**src/rtl/out_queue.sv**
```systemverilog
// Display output queue: shows each pushed {sel,val1,val2} entry for HOLD_CYCLES cycles in push order.
// Latency 1 cycle from push to display when nothing is queued; pushes while full are dropped and flagged.

module oq_fifo #(
  parameter int W     = 35,
  parameter int DEPTH = 4
) (
  input  logic                       clock,
  input  logic                       reset,
  input  logic                       i_push,
  input  logic                       i_pop,
  input  logic [W-1:0]               i_dat,
  output logic [W-1:0]               o_dat,
  output logic [$clog2(DEPTH):0]     o_count
);
  localparam int AW = $clog2(DEPTH);
  localparam int CW = AW + 1;

  logic [W-1:0]  r_mem [DEPTH];
  logic [AW-1:0] r_wr_ptr;
  logic [AW-1:0] r_rd_ptr;
  logic [CW-1:0] r_count;

  // Storage is deliberately not reset; pointers alone define what is valid.
  always_ff @(posedge clock) begin
    if (i_push) r_mem[r_wr_ptr] <= i_dat;
  end

  always_ff @(posedge clock or posedge reset) begin
    if (reset) begin
      r_wr_ptr <= '0;
      r_rd_ptr <= '0;
      r_count  <= '0;
    end else begin
      if (i_push) r_wr_ptr <= r_wr_ptr + AW'(1);
      if (i_pop)  r_rd_ptr <= r_rd_ptr + AW'(1);
      case ({i_push, i_pop})
        2'b10:   r_count <= r_count + CW'(1);
        2'b01:   r_count <= r_count - CW'(1);
        default: r_count <= r_count;
      endcase
    end
  end

  assign o_dat   = r_mem[r_rd_ptr];
  assign o_count = r_count;
endmodule

module out_queue #(
  parameter int DEPTH       = 4,
  parameter int HOLD_CYCLES = 25000000
) (
  input  logic                   clock,
  input  logic                   reset,
  input  logic                   outdisplay,
  input  logic [15:0]            outval1,
  input  logic [15:0]            outval2,
  input  logic [2:0]             outsel,
  input  logic                   clr_ovf,
  output logic [15:0]            disp_val1,
  output logic [15:0]            disp_val2,
  output logic [2:0]             disp_sel,
  output logic                   disp_strobe,
  output logic                   disp_valid,
  output logic                   busy,
  output logic [$clog2(DEPTH):0] count,
  output logic                   full,
  output logic                   overflow
);
  localparam int CW = $clog2(DEPTH) + 1;
  localparam int HW = $clog2(HOLD_CYCLES);

  typedef enum logic [1:0] {ST_IDLE, ST_SHOW, ST_PARK} state_t;

  state_t        r_state;
  state_t        w_state_nxt;
  logic [HW-1:0] r_hold;
  logic [34:0]   r_disp;
  logic          r_strobe;
  logic          r_valid;
  logic          r_ovf;

  logic [34:0]   w_in_dat;
  logic [34:0]   w_head_dat;
  logic [CW-1:0] w_count;
  logic          w_full;
  logic          w_empty;
  logic          w_expire;
  logic          w_bypass;
  logic          w_pop;
  logic          w_push_req;
  logic          w_push;
  logic          w_drop;

  assign w_in_dat = {outsel, outval1, outval2};
  assign w_full   = (w_count == CW'(DEPTH));
  assign w_empty  = (w_count == '0);
  assign w_expire = (r_state == ST_SHOW) && (r_hold == HW'(HOLD_CYCLES - 1));

  // Nothing waiting and nothing (still) being held: the push goes straight to the display.
  assign w_bypass   = outdisplay && ((r_state != ST_SHOW) || (w_expire && w_empty));
  assign w_pop      = w_expire && !w_empty;
  assign w_push_req = outdisplay && !w_bypass;
  assign w_push     = w_push_req && (!w_full || w_pop);
  assign w_drop     = w_push_req && w_full && !w_pop;

  oq_fifo #(.W(35), .DEPTH(DEPTH)) u_fifo (
    .clock   (clock),
    .reset   (reset),
    .i_push  (w_push),
    .i_pop   (w_pop),
    .i_dat   (w_in_dat),
    .o_dat   (w_head_dat),
    .o_count (w_count)
  );

  always_ff @(posedge clock or posedge reset) begin
    if (reset) r_state <= ST_IDLE;
    else       r_state <= w_state_nxt;
  end

  always_comb begin
    w_state_nxt = r_state;
    case (r_state)
      ST_IDLE: if (w_bypass) w_state_nxt = ST_SHOW;
      ST_SHOW: if (w_expire && w_empty && !w_bypass) w_state_nxt = ST_PARK;
      ST_PARK: if (w_bypass) w_state_nxt = ST_SHOW;
      default: w_state_nxt = ST_IDLE;
    endcase
  end

  always_ff @(posedge clock or posedge reset) begin
    if (reset) begin
      r_hold   <= '0;
      r_disp   <= '0;
      r_strobe <= 1'b0;
      r_valid  <= 1'b0;
      r_ovf    <= 1'b0;
    end else begin
      r_strobe <= w_bypass || w_pop;
      if (w_bypass || w_pop)     r_hold <= '0;
      else if (r_state == ST_SHOW) r_hold <= r_hold + HW'(1);
      if (w_bypass) begin
        r_disp  <= w_in_dat;
        r_valid <= 1'b1;
      end else if (w_pop) begin
        r_disp  <= w_head_dat;
        r_valid <= 1'b1;
      end
      // A drop in the same cycle as a clear leaves the flag set.
      if (w_drop)       r_ovf <= 1'b1;
      else if (clr_ovf) r_ovf <= 1'b0;
    end
  end

  assign disp_sel    = r_disp[34:32];
  assign disp_val1   = r_disp[31:16];
  assign disp_val2   = r_disp[15:0];
  assign disp_strobe = r_strobe;
  assign disp_valid  = r_valid;
  assign busy        = (r_state == ST_SHOW);
  assign count       = w_count;
  assign full        = w_full;
  assign overflow    = r_ovf;
endmodule
```
**config.mk**
```make
export PLATFORM = sky130hd
export DESIGN_NAME = out_queue
export DESIGN_NICKNAME = d
export VERILOG_FILES = /design/src/rtl/out_queue.sv
export SDC_FILE = /design/constraint.sdc
export NUM_CORES = 1
export LEC_CHECK = 0
export CAP_MARGIN = 30
export CORE_ASPECT_RATIO = 1.2
export CORE_MARGIN = 2
export CORE_UTILIZATION = 59
export CTS_BUF_LIST = sky130_fd_sc_hd__clkbuf_4 sky130_fd_sc_hd__clkbuf_8
export CTS_CLUSTER_SIZE = 28
export DETAILED_ROUTE_END_ITERATION = 8
export PLACE_DENSITY = 0.87
export SYNTH_ARGS = -nofsm -noshare
export SYNTH_HDL_FRONTEND = slang
export SYNTH_SLANG_ARGS = --single-unit
```
**constraint.sdc**
```tcl
create_clock -name clock -period 3.4 [get_ports clock]
set_input_delay 1.02 -clock clock [delete_from_list [all_inputs] [get_ports clock]]
set_output_delay 1.02 -clock clock [all_outputs]
set_load 0.005 [all_outputs]
```
* After elaboration in Yosys (flattened, before gate mapping) *
Memories as Yosys holds them, arrays and structs flattened.
Index checks and enable logic that the tools add are counted.

word-level totals
  register bits = 72
  bits in latches = 0
  bits in writable memories = 140
  output and inout port bits = 43
  ROM bits = 0
  word-level logic and storage cells = 62
  memories kept = 1

cells by class
  multipliers = 0
  add/subtract/negate cells = 5
  $lt $le $gt $ge = 0
  eq/ne operators = 9
  bitwise operators = 0
  shift operators = 0
  mux-type cells = 14
  reduce and logical (&&, ||, !) cells = 24
  div/mod/pow operators = 0

memory list
  name          depth  bits a word  rd ports  clocked after memory_dff  wr ports  RTL line  RTL
  u_fifo.r_mem  4      35           1         0                         1         19        logic [W-1:0] r_mem [DEPTH];

operators with widths
  cell                                               number
  two-way mux 35 bit                                 2
  two-way mux 25 bit                                 2
  adder 25 x 1 -> 25 bit (second input constant)     1
  == test 25 bit (second input constant)             1
  logical AND 1 bit                                  9
  nonzero test 2 bit                                 4
  two-way mux 1 bit                                  6
  != test 2 x 1 -> 1 bit (second input constant)     3
  case mux 3 bit (2 select lines)                    1
  adder 2 x 1 -> 2 bit (second input constant)       2
  == test 2 x 1 -> 1 bit (second input constant)     2
  == test 2 bit (second input constant)              2
  logical NOT 1 bit                                  4
  two-way mux 2 bit                                  2
  case mux 2 bit (2 select lines)                    1
  adder 3 x 1 -> 3 bit (second input constant)       1
  == test 3 bit (second input constant)              1
  logical NOT 3 bit                                  1
  logical OR 1 bit                                   3
  subtractor 3 x 1 -> 3 bit (second input constant)  1
  logical NOT 2 bit                                  1
  AND reduction 2 bit                                1
  OR reduction 2 bit                                 1

* Logic depth before layout (Yosys ltp) *
Gate-level depths: netlist of the first run.

  depth after elaboration = 10
  gate-level depth with buffers = 9
  mapped depth without buffers = 9

* Hierarchy *
Synthesis of the first run repeated with hierarchy kept, for this count alone.

second synthesis, totals
  cells, all modules = 539
  area, all modules = 8782.2 µm²

by module, submodules not included
  module     cells an instance  times used  area each (µm²)
  oq_fifo    215                1           5487.8
  out_queue  324                1           3294.4

* Worst setup path after synthesis of the first run *
Ideal clock, no wire load.

  path type = register to register
  from = register r_hold[0]
  to = memory u_fifo.r_mem[0][0], enable pin
  clock period less this slack = 2859 ps
  buffers on the path = 0
  data required time = 3004 ps
  cell stages (with the launch flop) = 7
  arrival time = 2464 ps
  setup slack = 541 ps
  cell sequence = dfrtp_1 -> ha_1 -> nand4b_1 -> nor4_2 -> and2_1 -> o211a_1 -> and2_1

between the ends
  word-level cells in the longest chain between the ends = 10
  elaborated cells between the ends (all ways) = 12
  those cells by class = 1 x eq/ne; 2 x mux; 9 x reduce/logical

RTL lines
  element                                      RTL line  RTL
  from (decl)                                  77        logic [HW-1:0] r_hold;
  from (signal assigned)                       142       else if (r_state == ST_SHOW) r_hold <= r_hold + HW'(1);
  == test 25 bit (*)                           98        assign w_expire = (r_state == ST_SHOW) && (r_hold == HW'(HOLD_CYCLES - 1));
  logical AND 1 bit (*)                        98
  logical AND 1 bit                            101       assign w_bypass = outdisplay && ((r_state != ST_SHOW) || (w_expire && w_empty));
  logical OR 1 bit                             101
  logical AND 1 bit                            101
  logical NOT 1 bit                            103       assign w_push_req = outdisplay && !w_bypass;
  logical AND 1 bit                            103
  logical AND 1 bit (*)                        104       assign w_push = w_push_req && (!w_full || w_pop);
  two-way mux 1 bit (*)                        26        if (i_push) r_mem[r_wr_ptr] <= i_dat;
  two-way mux 1 bit (not written as such) (*)  26
  to (decl)                                    19

Mark *: on every way between the ends. The rest lies on a longest branch, timed or not.

* Worst setup path in the final report of the first run *
  from = register r_hold[0]
  to = register u_fifo.r_count[2] (netlist: u_fifo.o_count[2])

between the ends
  word-level cells in the longest chain between the ends = 10
  elaborated cells between the ends (all ways) = 14
  those cells by class = 3 x eq/ne; 1 x mux; 10 x reduce/logical

RTL lines
  element                                                                       RTL line  RTL
  == test 25 bit (*)                                                            98
  logical AND 1 bit (*)                                                         98
  logical AND 1 bit                                                             101
  logical OR 1 bit                                                              101
  logical AND 1 bit                                                             101
  logical NOT 1 bit                                                             103
  logical AND 1 bit                                                             103
  logical AND 1 bit                                                             104
  == test 2 x 1 -> 1 bit / == test 2 bit (equally long branches)                37        case ({i_push, i_pop})
  case mux 3 bit (2 select lines) / nonzero test 2 bit (equally long branches)  n/a
  to (signal assigned)                                                          38        2'b10: r_count <= r_count + CW'(1);
  to (signal assigned)                                                          39        2'b01: r_count <= r_count - CW'(1);
  to (signal assigned)                                                          40        default: r_count <= r_count;
  to (decl)                                                                     22        logic [CW-1:0] r_count;

Marked as above.
A chain may end at the register's enable or synchronous reset.

==> metrics.md, run 1 <==
| Metric | Value |
|---|---|
| Reg-to-reg endpoint | u_fifo.o_count[2] |
| CTS tree | yes |
| Worst r2r path cells | 9 |
| Layout cells sized above 1 | 20.5% |
| Net count after synthesis | 608 |
| Cell area after synthesis | 8760 um2 |
| Antenna cell count | 0 |
| Total CTS buffers | 31 |
| TritonRoute pass-1 iters | 7 |
| Clock skew | 20.8 ps |
| Sequential fraction of the synthesis area | 68.5% |
| Async set or reset register ratio after synthesis | 34.0% |
| Worst setup EP type | flip-flop |
| RD Place Congestion | 0.896 |
| Worst EP arrival | 3510 ps |
| Hold-fix buffers at CTS | 0 |
| First-pass GRT wire length | 29,400 um |
| Initial antenna violation count | 0 |
| Setup tns final | 0 ps |
| Antenna viol nets, final | 0 |
| Status | complete, no violations |
| Unrepaired setup endpoints after global routing | no |
| Clk pin slew, worst setup/hold paths | 70 ps |
| Initial Util | 60.6% |
| # setup viols final | 0 |
| Clock sinks | 212 |
| Total power divided by cell area | 640 nW/um2 |
| Wire per inst | 20.7 um |
| CP Launch Type | flip-flop |
| Min-Delay Path Class | flip-flop to flip-flop |
| Crit Path Max Fanout | 4 |
| Vias per cell | 5.87 |
| Post_cts resized | 0 |
| Hpwl dp | 11,900 um |
| Critical path origin | r_hold[0] |
| Root buf cell | clkbuf_8 |
| Flops & latches, synth | 212 |
| Shortest period the worst path allows | 3080 ps |
| Worst R2R Start | r_hold[0] |
| Commonest non-fill, non-tap cells in the layout | 140 x edfxtp_1, 81 x clkdlybuf4s50_1, 71 x dfrtp_1 |
| Syn Inst Count | 563 |
| GRT overflow | 0 |
| FILL cells | 854 |
| Top-Level Pins | 82 |
| Final core occ | 73.2% |
| Postcts setup bufs | 0 |
| CP Class | flip-flop to flip-flop |
| Via count | 5,226 |
| Maxcap violations | 0 |
| Worst vdd ir | 0.400 mV |
| Pleak | 3.87 nW |
| Worst Setup EP | u_fifo.o_count[2] |
| IO Port Bufs | 81 |
| Clock latency on the worst-skew pair | 560 ps |
| Final worst-path cycle share | 90.7% |
| Final hold violations | 0 |
| Largest net degree at the start of global routing | 46 |
| Reg-to-reg slack, setup | 320 ps |
| Initial drt markers | 487 |
| H-tree levels | 1 |
| Post-synthesis cell type count | 52 |
| Main synth FF type | edfxtp_1 |
| Rel. slew slack | 33.7% |
| Chip Width | 115 um |
| Synth-to-Final Area Change | 20.8% |
| Core footprint | 14,500 um2 |
| Row cnt | 48 |
| DR DRC count | 0 |
| Vias in the first global route | 5,518 |
| Worst Max-Slew Pin Slew | 987 ps |
| Slew Viols, Final | 0 |
| Fin nets | 711 |
| DIE AREA | 15,900 um2 |
| Required time of the critical path | 3830 ps |
| Commonest non-fill, non-tap cell in the layout | edfxtp_1 |
| Number of synthesized flops with an enable pin | 140 |
| GRT Total Usage | 24.7% |
| Die height | 138 um |
| Synth warn | 0 |
| Routed wire length | 18,500 um |
| Mean Syn Cell Area | 15.6 um2 |
| Max Fclk | 324 MHz |
| Clock buffer depth | 3 |
-- Yosys cell counts (all sizes together), types with 10 or more instances --
master | number | area [um2]
edfxtp | 140 | 4200
dfrtp | 72 | 1800
nor2 | 46 | 173
nand2 | 43 | 161
mux4 | 35 | 788
inv | 32 | 120
a21oi | 23 | 115
xnor2 | 23 | 209
o22ai | 21 | 257
a31oi | 15 | 93.8
buf | 14 | 88.8
nor3 | 11 | 60.1
and2 | 10 | 62.6
clkbuf | 10 | 37.5
nand3 | 10 | 50.1
-- worst min-delay path by stage --
stage                     startpoint  slack [ps]    endpoint  depth (start not counted)
after global routing      disp_valid         510  disp_valid                          1
after global placement    disp_valid         450  disp_valid                          1
final                     disp_valid         490  disp_valid                          1
after detailed placement  disp_valid         480  disp_valid                          1
after CTS                 disp_valid         490  disp_valid                          1
after floorplan           disp_valid         460  disp_valid                          1
-- final cells by class --
| cell class | instances | area [um2] | share of cell area (%) |
|---|---|---|---|
| well taps | 200 | 250 | 2.36 |
| clock buffers | 52 | 647 | 6.11 |
| clock inverters | 6 | 30.0 | 0.284 |
| repair buffers | 94 | 996 | 9.41 |
| flip-flops and latches | 212 | 6010 | 56.7 |
| multi-input cells | 295 | 2540 | 24.0 |
| inverters | 32 | 121 | 1.15 |
-- kinds of logic (layout without fill, tap and decap cells) --
| family | Yosys count | in the layout | synth area share (%) |
|---|---|---|---|
| AO/OA/AOI/OAI | 69 | 69 | 6.42 |
| XOR/XNOR | 27 | 27 | 2.78 |
| buffers and inverters | 56 | 184 | 2.81 |
| adder cells (fa/ha/maj) | 6 | 6 | 0.942 |
| multiplexers | 38 | 38 | 9.35 |
| flip-flops | 212 | 212 | 68.5 |
| AND/OR/NAND/NOR | 155 | 155 | 9.16 |
-- power breakdown --
part	internal, mW	switching, mW	leakage (nW)
clock network	1.20	0.917	0.360
registers	3.30	0.251	2.14
logic	0.548	0.569	1.36
-- flip-flops by register name, summed over array words and instances, names as in the netlist --
register         count
u_fifo.o_count       3
overflow             1
disp_strobe          1
r_disp              35
u_fifo.r_rd_ptr      2
u_fifo.r_wr_ptr      2
disp_valid           1
r_hold              25
u_fifo.r_mem       140
r_state              2
-- critical path, cell delays in order, from the launching register on --
cell,delay (ps)
dfrtp_1,400
ha_1,200
nand4b_1,200
or2_1,360
nor4_1,530
nand2_1,160
fa_1,460
nor3_1,230
a21boi_0,110
a211o_1,300
-- per-layer routing --
metal	wire length, um	vias to the layer above	global-route usage [%]
met2	9890	189	43.4
met4	391	0	8.70
met1	7250	2680	31.4
met5	0	-	0
met3	932	30	4.09
li1	-	2327	-
-- stage by stage --
| step | instances | worst slack (ps) | instance area [um2] | hold slack (ps) | power, mW |
|---|---|---|---|---|---|
| 2_1_floorplan | 563 | 541 | 8760 | 459 | 4.10 |
| 3_3_place_gp | 833 | 369 | 9910 | 450 | 4.61 |
| 3_5_place_dp | 833 | 253 | 9910 | 477 | 4.71 |
| 4_1_cts | 891 | 386 | 10600 | 494 | 6.82 |
| 5_1_grt | 891 | 217 | 10600 | 507 | 7.07 |
| 6_report | 891 | 316 | 10600 | 485 | 6.78 |
Power figures use the tool's default switching activity.
==> run 2, diff against run 1 <==
--- a/config.mk
+++ b/config.mk
@@ -8,11 +8,11 @@
 export CAP_MARGIN = 30
 export CORE_ASPECT_RATIO = 1.2
 export CORE_MARGIN = 2
-export CORE_UTILIZATION = 59
-export CTS_BUF_LIST = sky130_fd_sc_hd__clkbuf_4 sky130_fd_sc_hd__clkbuf_8
+export CORE_UTILIZATION = 41
+export CTS_BUF_LIST = sky130_fd_sc_hd__clkbuf_8
 export CTS_CLUSTER_SIZE = 28
 export DETAILED_ROUTE_END_ITERATION = 8
-export PLACE_DENSITY = 0.87
+export PLACE_DENSITY = 0.65
 export SYNTH_ARGS = -nofsm -noshare
 export SYNTH_HDL_FRONTEND = slang
 export SYNTH_SLANG_ARGS = --single-unit
==> run 2 against run 1 <==
Against the previous run: die area rose by 42%; setup slack improved by 71 ps; routed wire length fell by 2.8%; clock skew rose by 16 ps; final cell count rose by 8.9%; final area rose by 0.12%; maximum frequency rose by 2.4%; global-route usage fell by 8.0 points; critical path depth fell by 5; register-to-register slack improved by 100 ps; combinational power barely moved; critical path type is now flip-flop to output port; largest power group unchanged; highest routed layer unchanged.
==> metrics.md, run 2 (same netlist as run 1, synthesis figures left out) <==
| Metric | Value |
|---|---|
| Worst EP arrival | 1990 ps (was 3510 ps) |
| Slew Viols, Final | 0 (unchanged) |
| Chip Width | 137 um (was 115 um) |
| Required time of the critical path | 2380 ps (was 3830 ps) |
| Wire per inst | 18.5 um (was 20.7 um) |
| Setup tns final | 0 ps (unchanged) |
| Commonest non-fill, non-tap cells in the layout | 140 x edfxtp_1, 81 x clkdlybuf4s50_1, 70 x dfrtp_1 (was 140 x edfxtp_1, 81 x clkdlybuf4s50_1, 71 x dfrtp_1) |
| Largest Register | u_fifo.r_mem (unchanged) |
| # setup viols final | 0 (unchanged) |
| Maxcap violations | 0 (unchanged) |
| Initial antenna violation count | 0 (unchanged) |
| CTS tree | yes (unchanged) |
| Hold path depth | 1 (unchanged) |
| Vias in the first global route | 5,492 (was 5,518) |
| GRT overflow | 0 (unchanged) |
| CP Class | flip-flop to output port (was flip-flop to flip-flop) |
| Unrepaired setup endpoints after global routing | no (unchanged) |
| Top Registers | u_fifo.r_mem: 140 flops, r_disp: 35 flops, r_hold: 25 flops (unchanged) |
| Worst stage delay on the critical path | 500 ps (was 530 ps) |
| Final hold violations | 0 (unchanged) |
| Commonest non-fill, non-tap cell in the layout | edfxtp_1 (unchanged) |
| Min-Delay Path Class | flip-flop to flip-flop (unchanged) |
| Total CTS buffers | 35 (was 31) |
| Final worst-path cycle share | 88.6% (was 90.7%) |
| Antenna viol nets, final | 0 (unchanged) |
| Max reg flops | 140 (unchanged) |
| Cells along the critical path | nor2_1 > nand2_1 > inv_1 > clkdlybuf4s50_1 (was ha_1 > nand4b_1 > or2_1 > nor4_1 > nand2_1 > fa_1 > nor3_1 > a21boi_0 > a211o_1) |
| IO Port Bufs | 81 (unchanged) |
| Setup WS post-layout | 388 ps (was 316 ps) |
| Part of the power in the clock network | 29.9% (was 31.2%) |
| Core footprint | 21,000 um2 (was 14,500 um2) |
| H-tree levels | 2 (was 1) |
| Max Fclk | 332 MHz (was 324 MHz) |
| Rel. slew slack | 39.1% (was 33.7%) |
| Status | complete, no violations (unchanged) |
| Initial Util | 41.8% (was 60.6%) |
| Top-Level Pins | 82 (unchanged) |
| Vias per cell | 5.31 (was 5.87) |
| Hold-fix buffers at CTS | 0 (unchanged) |
| Setup Slack @ Placement | 220 ps (was 253 ps) |
| Sequential fraction of design power | 53.5% (was 52.3%) |
| Clock buffer depth | 3 (unchanged) |
| FILL cells | 1,727 (was 854) |
| Largest net degree at the start of global routing | 39 (was 46) |
| Post_cts resized | 0 (unchanged) |
| Postcts setup bufs | 0 (unchanged) |
| First-pass GRT wire length | 29,000 um (was 29,400 um) |
| CP max stage cell | clkdlybuf4s50_1 (was nor4_1) |
| DR DRC count | 0 (unchanged) |
| Row cnt | 58 (was 48) |
| Cell-internal power | 4.82 mW (was 5.04 mW) |
| TritonRoute pass-1 iters | 5 (was 7) |
| Pleak | 3.88 nW (was 3.87 nW) |
| Psw | 1.77 mW (was 1.74 mW) |
| RD Place Congestion | 0.772 (was 0.896) |
| Clock skew | 36.6 ps (was 20.8 ps) |
| Antenna cell count | 0 (unchanged) |
| Fin nets | 720 (was 711) |
| Gate power share | 16.6% (was 16.5%) |
| Die height | 164 um (was 138 um) |
| Worst setup EP type | output port (was flip-flop) |
| Via count | 5,152 (was 5,226) |
| Hpwl dp | 11,400 um (was 11,900 um) |
| Clk pin slew, worst setup/hold paths | 60 ps (was 70 ps) |
| Switching part of the total power | 26.8% (was 25.6%) |
| Initial drt markers | 376 (was 487) |
| Layout cells sized above 1 | 19.7% (was 20.5%) |
| Crit Path Max Fanout | 6 (was 4) |
| Synth-to-Final Area Change | 20.9% (was 20.8%) |
| Shortest period the worst path allows | 3010 ps (was 3080 ps) |
| GRT Total Usage | 16.7% (was 24.7%) |
| Clock latency on the worst-skew pair | 520 ps (was 560 ps) |
| Routed wire length | 17,900 um (was 18,500 um) |
| Worst r2r path cells | 9 (unchanged) |
| DIE AREA | 22,600 um2 (was 15,900 um2) |
| Clock sinks | 212 (unchanged) |
| Worst vdd ir | 0.281 mV (was 0.400 mV) |
| Total power divided by cell area | 621 nW/um2 (was 640 nW/um2) |
| Worst Max-Slew Pin Slew | 913 ps (was 987 ps) |
| CP Launch Type | flip-flop (unchanged) |
| Root buf cell | clkbuf_8 (unchanged) |
## run 2: changes by cell type in the layout (fill, tap and decap cells not counted), sizes merged
cell      delta
inv         +14
buf          +5
clkinvlp     -1
clkinv       +7
clkbuf      -16
## run 2: layout make-up
cell class	instances	area, um2	area share (%)
repair buffers	99	983	9.28
flip-flops and latches	212	6010	56.7
well taps	270	338	3.19
multi-input cells	295	2540	23.9
clock buffers	36	495	4.67
inverters	32	121	1.14
clock inverters	26	118	1.11
## run 2: critical path, delay by kind of cell, from the launching register on
family | cells | cell delay, ps
flops | 1 | 440
buf+inv | 2 | 620
simple gates | 2 | 430
## run 2: stage by stage
step / utilization [%] / power (mW) / hold slack [ps] / cell area [um2] / std cells
5_1_grt: 50.5 / 6.92 / 489 / 10600 / 970
4_1_cts: 50.5 / 6.67 / 479 / 10600 / 970
6_report: 50.5 / 6.59 / 475 / 10600 / 970
3_3_place_gp: 47.6 / 4.61 / 452 / 9990 / 908
2_1_floorplan: - / 4.10 / 459 / 8760 / 563
3_5_place_dp: 47.6 / 4.68 / 460 / 9990 / 908
## run 2: layer usage
metal  wire (um)  share of wire, %  up-vias  track usage [%]
li1            -                 -     2352                -
met1        7730                43     2634             21.6
met2        8910                50      132             27.9
met3         859               4.8       34             3.55
met4         443               2.5        0             5.76
met5           0                 0        -                0
## run 2: power by group through the flow
stage / Combinational [mW] / Clock [mW] / Sequential [mW]
after detailed placement: 1.11 / 0 / 3.57
final: 1.09 / 1.97 / 3.52
after global routing: 1.20 / 2.14 / 3.57
after floorplan: 0.570 / 0 / 3.53
after global placement: 1.07 / 0 / 3.54
after CTS: 1.12 / 2.03 / 3.52
## run 2: final timing paths
kind                                endpoint              start  slack [ps]
min                               disp_valid         disp_valid         470
max in group asynchronous          r_disp[4]              reset        1810
min in group asynchronous         r_disp[31]              reset         920
max reg2reg                u_fifo.o_count[2]          r_hold[0]         420
max                                     full  u_fifo.o_count[0]         390
min reg2reg                       disp_valid         disp_valid         470
